**config.mk**
```make
export PLATFORM = sky130hd
export DESIGN_NAME = branch_resolve_unit
export DESIGN_NICKNAME = d
export VERILOG_FILES = /design/src/rtl/riscv_pkg.sv /design/src/rtl/branch_cond.sv /design/src/rtl/branch_resolve_unit.sv
export SDC_FILE = /design/constraint.sdc
export NUM_CORES = 1
export LEC_CHECK = 0
export ABC_AREA = 1
export CORE_MARGIN = 1.5
export CORE_UTILIZATION = 30
export CTS_CLUSTER_DIAMETER = 60
export DETAILED_ROUTE_END_ITERATION = 8
export GPL_TIMING_DRIVEN = 0
export PLACE_DENSITY = 0.56
export SYNTH_ARGS = -nofsm -noshare
export SYNTH_HDL_FRONTEND = slang
export SYNTH_SLANG_ARGS = --single-unit
```
**constraint.sdc**
```tcl
create_clock -name clk -period 2 [get_ports clk]
set_clock_uncertainty 0.1 [all_clocks]
set_input_delay 0.2 -clock clk [delete_from_list [all_inputs] [get_ports clk]]
set_output_delay 0.2 -clock clk [all_outputs]
set_load 0.03 [all_outputs]
```
**src/rtl/riscv_pkg.sv**
```systemverilog
// Shared RV32I branch definitions: widths, funct3 encodings, resolve FSM states
// and the default PC vectors.
package riscv_pkg;

    localparam int XLEN = 32;

    localparam logic [2:0] F3_BEQ  = 3'b000;
    localparam logic [2:0] F3_BNE  = 3'b001;
    localparam logic [2:0] F3_BLT  = 3'b100;
    localparam logic [2:0] F3_BGE  = 3'b101;
    localparam logic [2:0] F3_BLTU = 3'b110;
    localparam logic [2:0] F3_BGEU = 3'b111;

    localparam logic [31:0] RESET_VECTOR_DEF = 32'h0000_0000;
    localparam logic [31:0] TRAP_VECTOR_DEF  = 32'h0000_0100;

    typedef enum logic [1:0] {
        RUN   = 2'd0,
        FLUSH = 2'd1,
        TRAP  = 2'd2
    } brs_state_e;

endpackage

```
**src/rtl/branch_cond.sv**
```systemverilog
// Combinational taken/not-taken decision for RV32I branches and jumps.
// Jumps are always taken; undefined branch funct3 codes are never taken.
module branch_cond
    import riscv_pkg::*;
(
    input  logic [2:0] i_funct3,
    input  logic       i_is_jal,
    input  logic       i_is_jalr,
    input  logic       i_cmp_eq,
    input  logic       i_cmp_lt,
    input  logic       i_cmp_ltu,
    output logic       o_taken
);

    // Select the comparator flag (or its inverse) named by funct3.
    always_comb begin
        o_taken = 1'b0;
        if (i_is_jal || i_is_jalr) begin
            o_taken = 1'b1;
        end else begin
            case (i_funct3)
                F3_BEQ:  o_taken = i_cmp_eq;
                F3_BNE:  o_taken = !i_cmp_eq;
                F3_BLT:  o_taken = i_cmp_lt;
                F3_BGE:  o_taken = !i_cmp_lt;
                F3_BLTU: o_taken = i_cmp_ltu;
                F3_BGEU: o_taken = !i_cmp_ltu;
                default: o_taken = 1'b0;
            endcase
        end
    end

endmodule

```
**src/rtl/branch_resolve_unit.sv**
```systemverilog
// Branch resolve unit: owns the fetch PC, resolves EX branches/jumps,
// redirects fetch, holds flush for a fixed window, produces the link address
// and traps on misaligned targets.
module branch_resolve_unit #(
    parameter int               XLEN         = riscv_pkg::XLEN,
    parameter logic [XLEN-1:0]  RESET_VECTOR = riscv_pkg::RESET_VECTOR_DEF,
    parameter logic [XLEN-1:0]  TRAP_VECTOR  = riscv_pkg::TRAP_VECTOR_DEF,
    parameter int               FLUSH_CYCLES = 2
) (
    input  logic            clk,
    input  logic            rst_n,
    input  logic            stall,
    input  logic            br_valid,
    output logic            br_ready,
    input  logic [2:0]      br_funct3,
    input  logic            br_is_jal,
    input  logic            br_is_jalr,
    input  logic [XLEN-1:0] br_pc,
    input  logic [XLEN-1:0] br_imm,
    input  logic [XLEN-1:0] br_rs1,
    input  logic            cmp_eq,
    input  logic            cmp_lt,
    input  logic            cmp_ltu,
    output logic [XLEN-1:0] pc,
    output logic            flush,
    output logic [XLEN-1:0] link_addr,
    output logic            link_valid,
    output logic            misalign_trap,
    output logic [XLEN-1:0] trap_pc
);
    import riscv_pkg::*;

    localparam int CNT_W = (FLUSH_CYCLES > 1) ? $clog2(FLUSH_CYCLES) : 1;
    localparam logic [CNT_W-1:0] CNT_INIT = CNT_W'(FLUSH_CYCLES - 1);

    brs_state_e      r_state, w_state_nxt;
    logic [CNT_W-1:0] r_cnt, w_cnt_nxt;
    logic [XLEN-1:0] r_pc, w_pc_nxt;
    logic [XLEN-1:0] r_link_addr, w_link_addr_nxt;
    logic            r_link_valid, w_link_valid_nxt;
    logic [XLEN-1:0] r_trap_pc, w_trap_pc_nxt;

    logic            w_taken;
    logic            w_accept;
    logic            w_is_jump;
    logic [XLEN-1:0] w_target;
    logic            w_misalign;

    branch_cond u_cond (
        .i_funct3  (br_funct3),
        .i_is_jal  (br_is_jal),
        .i_is_jalr (br_is_jalr),
        .i_cmp_eq  (cmp_eq),
        .i_cmp_lt  (cmp_lt),
        .i_cmp_ltu (cmp_ltu),
        .o_taken   (w_taken)
    );

    assign br_ready      = (r_state == RUN);
    assign flush         = (r_state != RUN);
    assign misalign_trap = (r_state == TRAP);
    assign pc            = r_pc;
    assign link_addr     = r_link_addr;
    assign link_valid    = r_link_valid;
    assign trap_pc       = r_trap_pc;

    assign w_accept  = br_valid && br_ready;
    assign w_is_jump = br_is_jal || br_is_jalr;

    // Target address; JALR clears bit 0 so only bit 1 can make it misaligned.
    always_comb begin
        w_target = br_pc + br_imm;
        if (br_is_jalr) begin
            w_target = (br_rs1 + br_imm) & ~XLEN'(1);
        end
        w_misalign = w_taken && (w_target[1:0] != 2'b00);
    end

    // Next-state, PC, link and trap bookkeeping; a taken accept overrides stall.
    always_comb begin
        w_state_nxt      = r_state;
        w_cnt_nxt        = r_cnt;
        w_pc_nxt         = r_pc;
        w_link_addr_nxt  = r_link_addr;
        w_link_valid_nxt = 1'b0;
        w_trap_pc_nxt    = r_trap_pc;
        case (r_state)
            RUN: begin
                if (w_accept && w_taken) begin
                    w_cnt_nxt = CNT_INIT;
                    if (w_misalign) begin
                        w_pc_nxt      = TRAP_VECTOR;
                        w_trap_pc_nxt = br_pc;
                        w_state_nxt   = TRAP;
                    end else begin
                        w_pc_nxt    = w_target;
                        w_state_nxt = FLUSH;
                        if (w_is_jump) begin
                            w_link_addr_nxt  = br_pc + XLEN'(4);
                            w_link_valid_nxt = 1'b1;
                        end
                    end
                end else if (!stall) begin
                    w_pc_nxt = r_pc + XLEN'(4);
                end
            end
            FLUSH: begin
                if (r_cnt == '0) begin
                    w_state_nxt = RUN;
                end else begin
                    w_cnt_nxt = r_cnt - CNT_W'(1);
                end
            end
            TRAP: begin
                // Counter was already loaded when the trap was taken.
                w_state_nxt = FLUSH;
            end
            default: begin
                w_state_nxt = RUN;
            end
        endcase
    end

    // State and architectural registers; reset dominates every other input.
    always_ff @(posedge clk) begin
        if (!rst_n) begin
            r_state      <= RUN;
            r_cnt        <= '0;
            r_pc         <= RESET_VECTOR;
            r_link_addr  <= '0;
            r_link_valid <= 1'b0;
            r_trap_pc    <= '0;
        end else begin
            r_state      <= w_state_nxt;
            r_cnt        <= w_cnt_nxt;
            r_pc         <= w_pc_nxt;
            r_link_addr  <= w_link_addr_nxt;
            r_link_valid <= w_link_valid_nxt;
            r_trap_pc    <= w_trap_pc_nxt;
        end
    end

endmodule

```
==> results.py, run 1 <==
metrics = {
    "logic_synthesis": {
        "ys_seq_area_frac": 0.208,
        "netlist_instances": 1649,
        "netlist_area_um2": 9610,
        "synth_nets": 1822,
        "ys_types": 46,
        "netlist_top_cells_area": "dfxtp_1, nand2_1, a21oi_1, inv_1, nand3_1",
        "synth.ff_latch_count": 100,
        "yosysTopAreaCell": "dfxtp_1",
        "yosysWarningCount": 0,
        "syn_area_per_cell_um2": 5.83,
        "synth_top_area_share": 0.208,
    },
    "timing": {
        "finalMaxSlewViolations": 0,
        "clock.fmax_ghz": 0.511,
        "final.period_utilization": 0.978,
        "relSlewSlack": 0.357,
        "finalSetupViolCount": 0,
        "whs_ns": 0.0340,
        "rsz0062_at_grt": "true",
        "period_minus_slack_ns": 1.96,
        "worst_pin_slew_ns": 0.964,
        "finalHoldViolCount": 0,
    },
    "pwr": {
        "ir_drop_v": 0.000408,
        "power_density_nw_per_um2": 588,
        "p_leak_uw": 0.00618,
    },
    "grt": {
        "antenna_found_initial": 0,
        "grt.total_usage": 0.258,
        "grt_pass1_vias": 11000,
        "grt_pass1_wl_um": 65300,
        "grt_max_degree": 20,
        "gr-total-overflow": 0,
    },
    "clocking": {
        "cts.reportedPaths.clkPinSlew_ns": 0.09,
        "worstSkewPairLatency_ns": 0.37,
        "htree_levels": 3,
        "cts_tree": "done",
        "cts_buffers": 9,
        "cts.sinks": 100,
        "clockRootBuffer": "clkbuf_16",
        "clock_path_buffers": 2,
    },
    "critical_path": {
        "path_class": "input pin to register",
        "cp_slowest_cell": "fa_2",
        "worst_setup_path_start_kind": "input pin",
        "critical-path-top-delay-family": "adder cells",
        "cp.depth": 15,
        "cpPeakStageDelay_ns": 0.52,
        "crit_buf_inv": 6,
        "path_max_fanout": 7,
        "worstPathRequired_ns": 2.17,
        "worstRegToRegCells": 9,
        "worstPathArrival_ns": 2.13,
        "worstPathCellList": "buf_12, ha_4, inv_2, fa_2, nand2_2, a22oi_2, inv_4, nand2_4, nand2_4, nor2_4, buf_12, inv_8, buf_16, nor2_2, nor2_1",
        "end_kind": "register",
    },
    "place": {
        "port_buffers": 207,
        "dp.final_hpwl_um": 34500,
        "routabilityCongestion": 0.920,
    },
    "drt": {
        "drt-total-wl_um": 43800,
        "drc_errors": 0,
        "vias": 12000,
        "viasPerCell": 5.19,
        "ant_nets": 0,
        "drtIter0Drc": 916,
        "wl_per_cell_um": 19.0,
        "drtPass1Iterations": 6,
    },
    "hold_path": {
        "hp-class": "input pin to register",
        "holdPathStages": 3,
    },
    "run": {
        "drv_cap": 0,
    },
    "finish": {
        "diodes": 0,
        "num-nets-final": 2075,
        "drive_gt1_frac": 0.193,
        "syn2layout_area_growth_pct": 47.9,
        "finalCoreUtilization": 0.450,
    },
    "outcome": {
        "status": "finished clean",
    },
    "die": {
        "die-area_um2": 33100,
        "die_h_um": 182,
        "boundaryPins": 208,
        "core_um2": 31600,
        "rows": 65,
        "dieWidth_um": 182,
        "start_util": 0.305,
    },
}
-- sequential cells by signal (all words and copies together), names as in the netlist --
register    cells
r_state         2
pc             32
trap_pc        32
link_valid      1
link_addr      32
r_cnt           1
-- through the flow --
stage                     instances  area (um^2)  setup WS, ns  TNS (ns)  power (uW)
after floorplan                1649         9630      -0.00315  -0.00396        4450
after global placement         2258        12200         -1.31   -104.20        5830
after detailed placement       2258        12200         -1.33   -107.06        5840
after CTS                      2294        13500       0.00118         0        8050
after global routing           2309        14200       -0.0891    -0.352        8790
final                          2309        14200        0.0430         0        8350
-- where the power goes --
| part | total, uW | switching (uW) | internal (uW) |
|---|---|---|---|
| Sequential | 2390 | 199 | 2190 |
| Clock | 1890 | 1010 | 883 |
| Combinational | 4060 | 2470 | 1590 |
| Total | 8350 | 3680 | 4670 |
-- synth_stat cells (all sizes together) --
master	number
a211oi	4
a21boi	1
a21o	3
a21oi	174
a22oi	1
a31oi	9
and2	1
and3	1
buf	16
clkbuf	26
clkinv	1
dfxtp	100
fa	2
ha	63
inv	221
nand2	445
nand3	164
nand3b	4
nand4	19
nor2	161
nor3	39
nor3b	1
nor4	6
nor4b	2
o211ai	8
o21a	1
o21ai	100
o21bai	10
o31ai	2
or2	9
or3	1
xnor2	19
xor2	35
-- metal layers --
layer / GRT usage / wire [um] / up-vias
li1: - / - / 5923
met1: 0.366 / 20500 / 5537
met2: 0.416 / 19300 / 473
met3: 0.0313 / 3210 / 48
met4: 0.0625 / 810 / 0
met5: 0 / 0 / -
-- path summary, 6_finish.rpt --
path	start	to	slack (ns)
worst min-delay path	br_pc[1]	link_addr[1]$_SDFFE_PN0P_	0.03
worst max register to register	pc[2]$_SDFFE_PN0P_	pc[22]$_SDFFE_PN0P_	0.10
worst max-delay path	br_pc[0]	link_addr[28]$_SDFFE_PN0P_	0.04
worst min register to register	pc[0]$_SDFFE_PN0P_	pc[0]$_SDFFE_PN0P_	0.35
-- tightest hold or removal path: cells and delay by family --
family / cells / cell delay (ns)
buffers and inverters: 2 / 0.20
AOI/OAI and AO/OA: 1 / 0.06
-- logic make-up after synthesis --
family	count (synthesis)	share of synthesized area
AO/OA/AOI/OAI	313	0.173
AND/OR/NAND/NOR	853	0.376
adder cells (fa/ha/maj)	65	0.0862
flip-flops	100	0.208
buffers and inverters	264	0.107
XOR/XNOR	54	0.0492
-- placed cells by master, fill, tap and decap left out, types with 11 or more instances in the layout --
cell type        Yosys  final
inv_1              217    210
clkbuf_16            0     11
nor2_1             159    115
nand3_1            162    142
nor2_4               1     13
clkbuf_2             1     41
dfxtp_1            100     96
nor2_2               1     33
xor2_1              35     35
buf_4                4     31
xnor2_1             19     19
nor3_1              37     26
a21oi_2              1     34
a21oi_1            173    139
clkbuf_1            25     15
dlygate4sd2_1        0     27
nand4_1             19     19
nand2_2              0     27
dlymetal6s2s_1       0     15
o21ai_0             96     70
nand3_2              2     18
ha_4                 0     59
clkdlybuf4s50_1      0    119
o21ai_1              3     26
nand2_1            444    411
-- final cells by class --
type | instances | area [um^2]
Fill cell | 3385 | 17300
Multi-Input combinational cell | 1285 | 7980
Timing Repair Buffer | 245 | 2320
Sequential cell | 100 | 2010
Inverter | 222 | 852
Tap cell | 402 | 503
Buffer | 39 | 245
Clock buffer | 9 | 225
Clock inverter | 7 | 71.3
-- timing repair --
item                                    4_1_cts  5_1_grt
cloned                                        3        2
gates resized for setup                     267      270
pin swaps                                    16       45
hold buffers                                  0        0
endpoints found under the setup margin      100       91
buffers inserted                             17       17
Note: power is estimated with default switching activity, not from simulation.
==> inputs of run 2 (changes only) <==
--- a/config.mk
+++ b/config.mk
@@ -11,7 +11,6 @@
 export CTS_CLUSTER_DIAMETER = 60
 export DETAILED_ROUTE_END_ITERATION = 8
 export GPL_TIMING_DRIVEN = 0
-export PLACE_DENSITY = 0.56
 export SYNTH_ARGS = -nofsm -noshare
 export SYNTH_HDL_FRONTEND = slang
 export SYNTH_SLANG_ARGS = --single-unit
==> results.py, run 2 (synthesis gave the netlist of run 1 again) <==
metrics = {
    "outcome": {
        "status": "finished with violations",
        "failed_checks": "negative setup slack",
    },
    "pwr": {
        "p_leak_uw": 0.00613,
        "power_density_nw_per_um2": 589,
        "p_int_uw": 4590,
        "power_frac_clock": 0.228,
        "power_frac_seq": 0.292,
        "p_sw_frac": 0.441,
        "netSwitchingPower_uw": 3620,
        "ir_drop_v": 0.000383,
        "power_uw": 8210,
        "p_comb_frac": 0.480,
    },
    "place": {
        "dp.final_hpwl_um": 34200,
        "routabilityCongestion": 0.922,
        "port_buffers": 207,
        "place_area_um2": 12200,
        "dp_cells": 2258,
    },
    "finish": {
        "final_common_cell": "nand2_1",
        "syn2layout_area_growth_pct": 45.1,
        "final_cell_area_um2": 13900,
        "layout_common_cells": "nand2_1, inv_1, a21oi_1",
        "diodes": 0,
        "drive_gt1_frac": 0.178,
        "instances_no_fill": 2296,
        "num-nets-final": 2062,
    },
    "clocking": {
        "clock_path_buffers": 2,
        "clockRootBuffer": "clkbuf_16",
        "cts.sinks": 100,
        "cts.reportedPaths.clkPinSlew_ns": 0.09,
        "cts_buffers": 9,
        "cts_tree": "done",
        "htree_levels": 3,
        "worstSkewPairLatency_ns": 0.37,
    },
    "grt": {
        "gr-total-overflow": 0,
        "antenna_found_initial": 0,
        "use_met3": 0.0231,
        "use_met2": 0.402,
        "grt_pass1_vias": 10800,
        "grt_max_degree": 20,
        "grt.total_usage": 0.252,
        "grt-busiest-layer": "met2",
        "grt_pass1_wl_um": 64100,
        "met1_usage": 0.359,
    },
    "die": {
        "die_h_um": 182,
        "core_um2": 31600,
        "rows": 65,
        "start_util": 0.305,
        "die-area_um2": 33100,
        "boundaryPins": 208,
        "dieWidth_um": 182,
    },
    "drt": {
        "wl_per_cell_um": 18.8,
        "ant_nets": 0,
        "drt-total-wl_um": 43200,
        "vias": 12000,
        "drtIter0Drc": 999,
        "viasPerCell": 5.23,
        "drtPass1Iterations": 5,
        "drc_errors": 0,
    },
    "timing": {
        "fin_setup_tns_ns": -0.151,
        "worst_pin_slew_ns": 0.921,
        "finalHoldViolCount": 0,
        "clock.fmax_ghz": 0.492,
        "period_minus_slack_ns": 2.03,
        "final.period_utilization": 1.02,
        "finalMaxSlewViolations": 0,
        "finalSetupViolCount": 7,
        "final.setup.worst_slack_ns": -0.0340,
        "rsz0062_at_grt": "true",
        "relSlewSlack": 0.386,
    },
    "critical_path": {
        "worstPathRequired_ns": 2.20,
        "worstPathArrival_ns": 2.24,
        "worst_setup_path_start_kind": "input pin",
        "path_max_fanout": 6,
        "path_class": "input pin to register",
        "end_kind": "register",
    },
    "hold_path": {
        "hp-class": "input pin to register",
    },
    "run": {
        "drv_cap": 0,
    },
}
run 2: cell count changes in the layout (fill, tap and decap cells not counted), sizes merged:
cell	change
dlymetal6s2s	+3
buf	-12
clkbuf	-4
dlygate4sd2	-3
clkdlybuf4s15	+4
dlygate4sd3	+1
clkdlybuf4s50	-2
run 2: cell type report:
class	instances	area [um^2]
multi-input cells	1285	7890
well taps	402	503
repair buffers	232	2150
flip-flops and latches	100	2010
inverters	222	850
plain buffers	39	253
clock inverters	7	71.3
fillers	3366	17600
clock buffers	9	225
run 2: what timing repair did:
| item | 4_1_cts | 5_1_grt |
|---|---|---|
| cloned | 2 | 1 |
| pin swaps | 14 | 43 |
| setup buffers | 11 | 10 |
| endpoints found under the hold margin | 1 | 0 |
| setup endpoints to repair | 100 | 78 |
| gates resized for setup | 256 | 229 |
| hold buffers | 1 | 0 |
run 2: per-stage QoR:
| step | utilization | hold WS, ns | worst slack, ns |
|---|---|---|---|
| finish | 0.442 | 0.0127 | -0.0340 |
| global placement | 0.387 | 0.323 | -1.29 |
| floorplan | - | 0.190 | -0.00315 |
| global route | 0.442 | 0.0144 | -0.106 |
| CTS | 0.425 | 0.00613 | -0.00452 |
| detailed placement | 0.387 | 0.325 | -1.28 |
run 2: routing by layer:
metal | share of wire | wire length (um)
met5 | 0 | 0
met4 | 0.021 | 929
met3 | 0.060 | 2590
met2 | 0.44 | 19200
met1 | 0.47 | 20500
run 2: critical path: stages:
cell and delay, ns:
buf_8 0.09, ha_4 0.14, inv_4 0.03, fa_2 0.56
nand2_2 0.05, a22oi_2 0.17, inv_4 0.07, nand2_4 0.10
nand2_8 0.07, nor2_4 0.24, buf_8 0.19, buf_8 0.14
nand2_4 0.05, a21oi_2 0.12
run 2: worst paths after layout:
check	cells past startpoint	slack (ns)	endpoint	start
min	3	0.01	trap_pc[0]$_SDFFE_PN0P_	br_pc[0]
min reg2reg	2	0.34	pc[1]$_SDFFE_PN0P_	pc[1]$_SDFFE_PN0P_
max	14	-0.03	link_addr[22]$_SDFFE_PN0P_	br_pc[0]
max reg2reg	8	0.15	pc[22]$_SDFFE_PN0P_	pc[6]$_SDFFE_PN0P_
run 2: power groups by stage:
stage | Clock (uW) | Sequential [uW] | Combinational (uW)
3_5_place_dp | 0 | 2430 | 3410
5_1_grt | 1960 | 2430 | 4240
3_3_place_gp | 0 | 2430 | 3390
2_1_floorplan | 0 | 2760 | 1690
4_1_cts | 1900 | 2390 | 3700
6_report | 1880 | 2400 | 3940
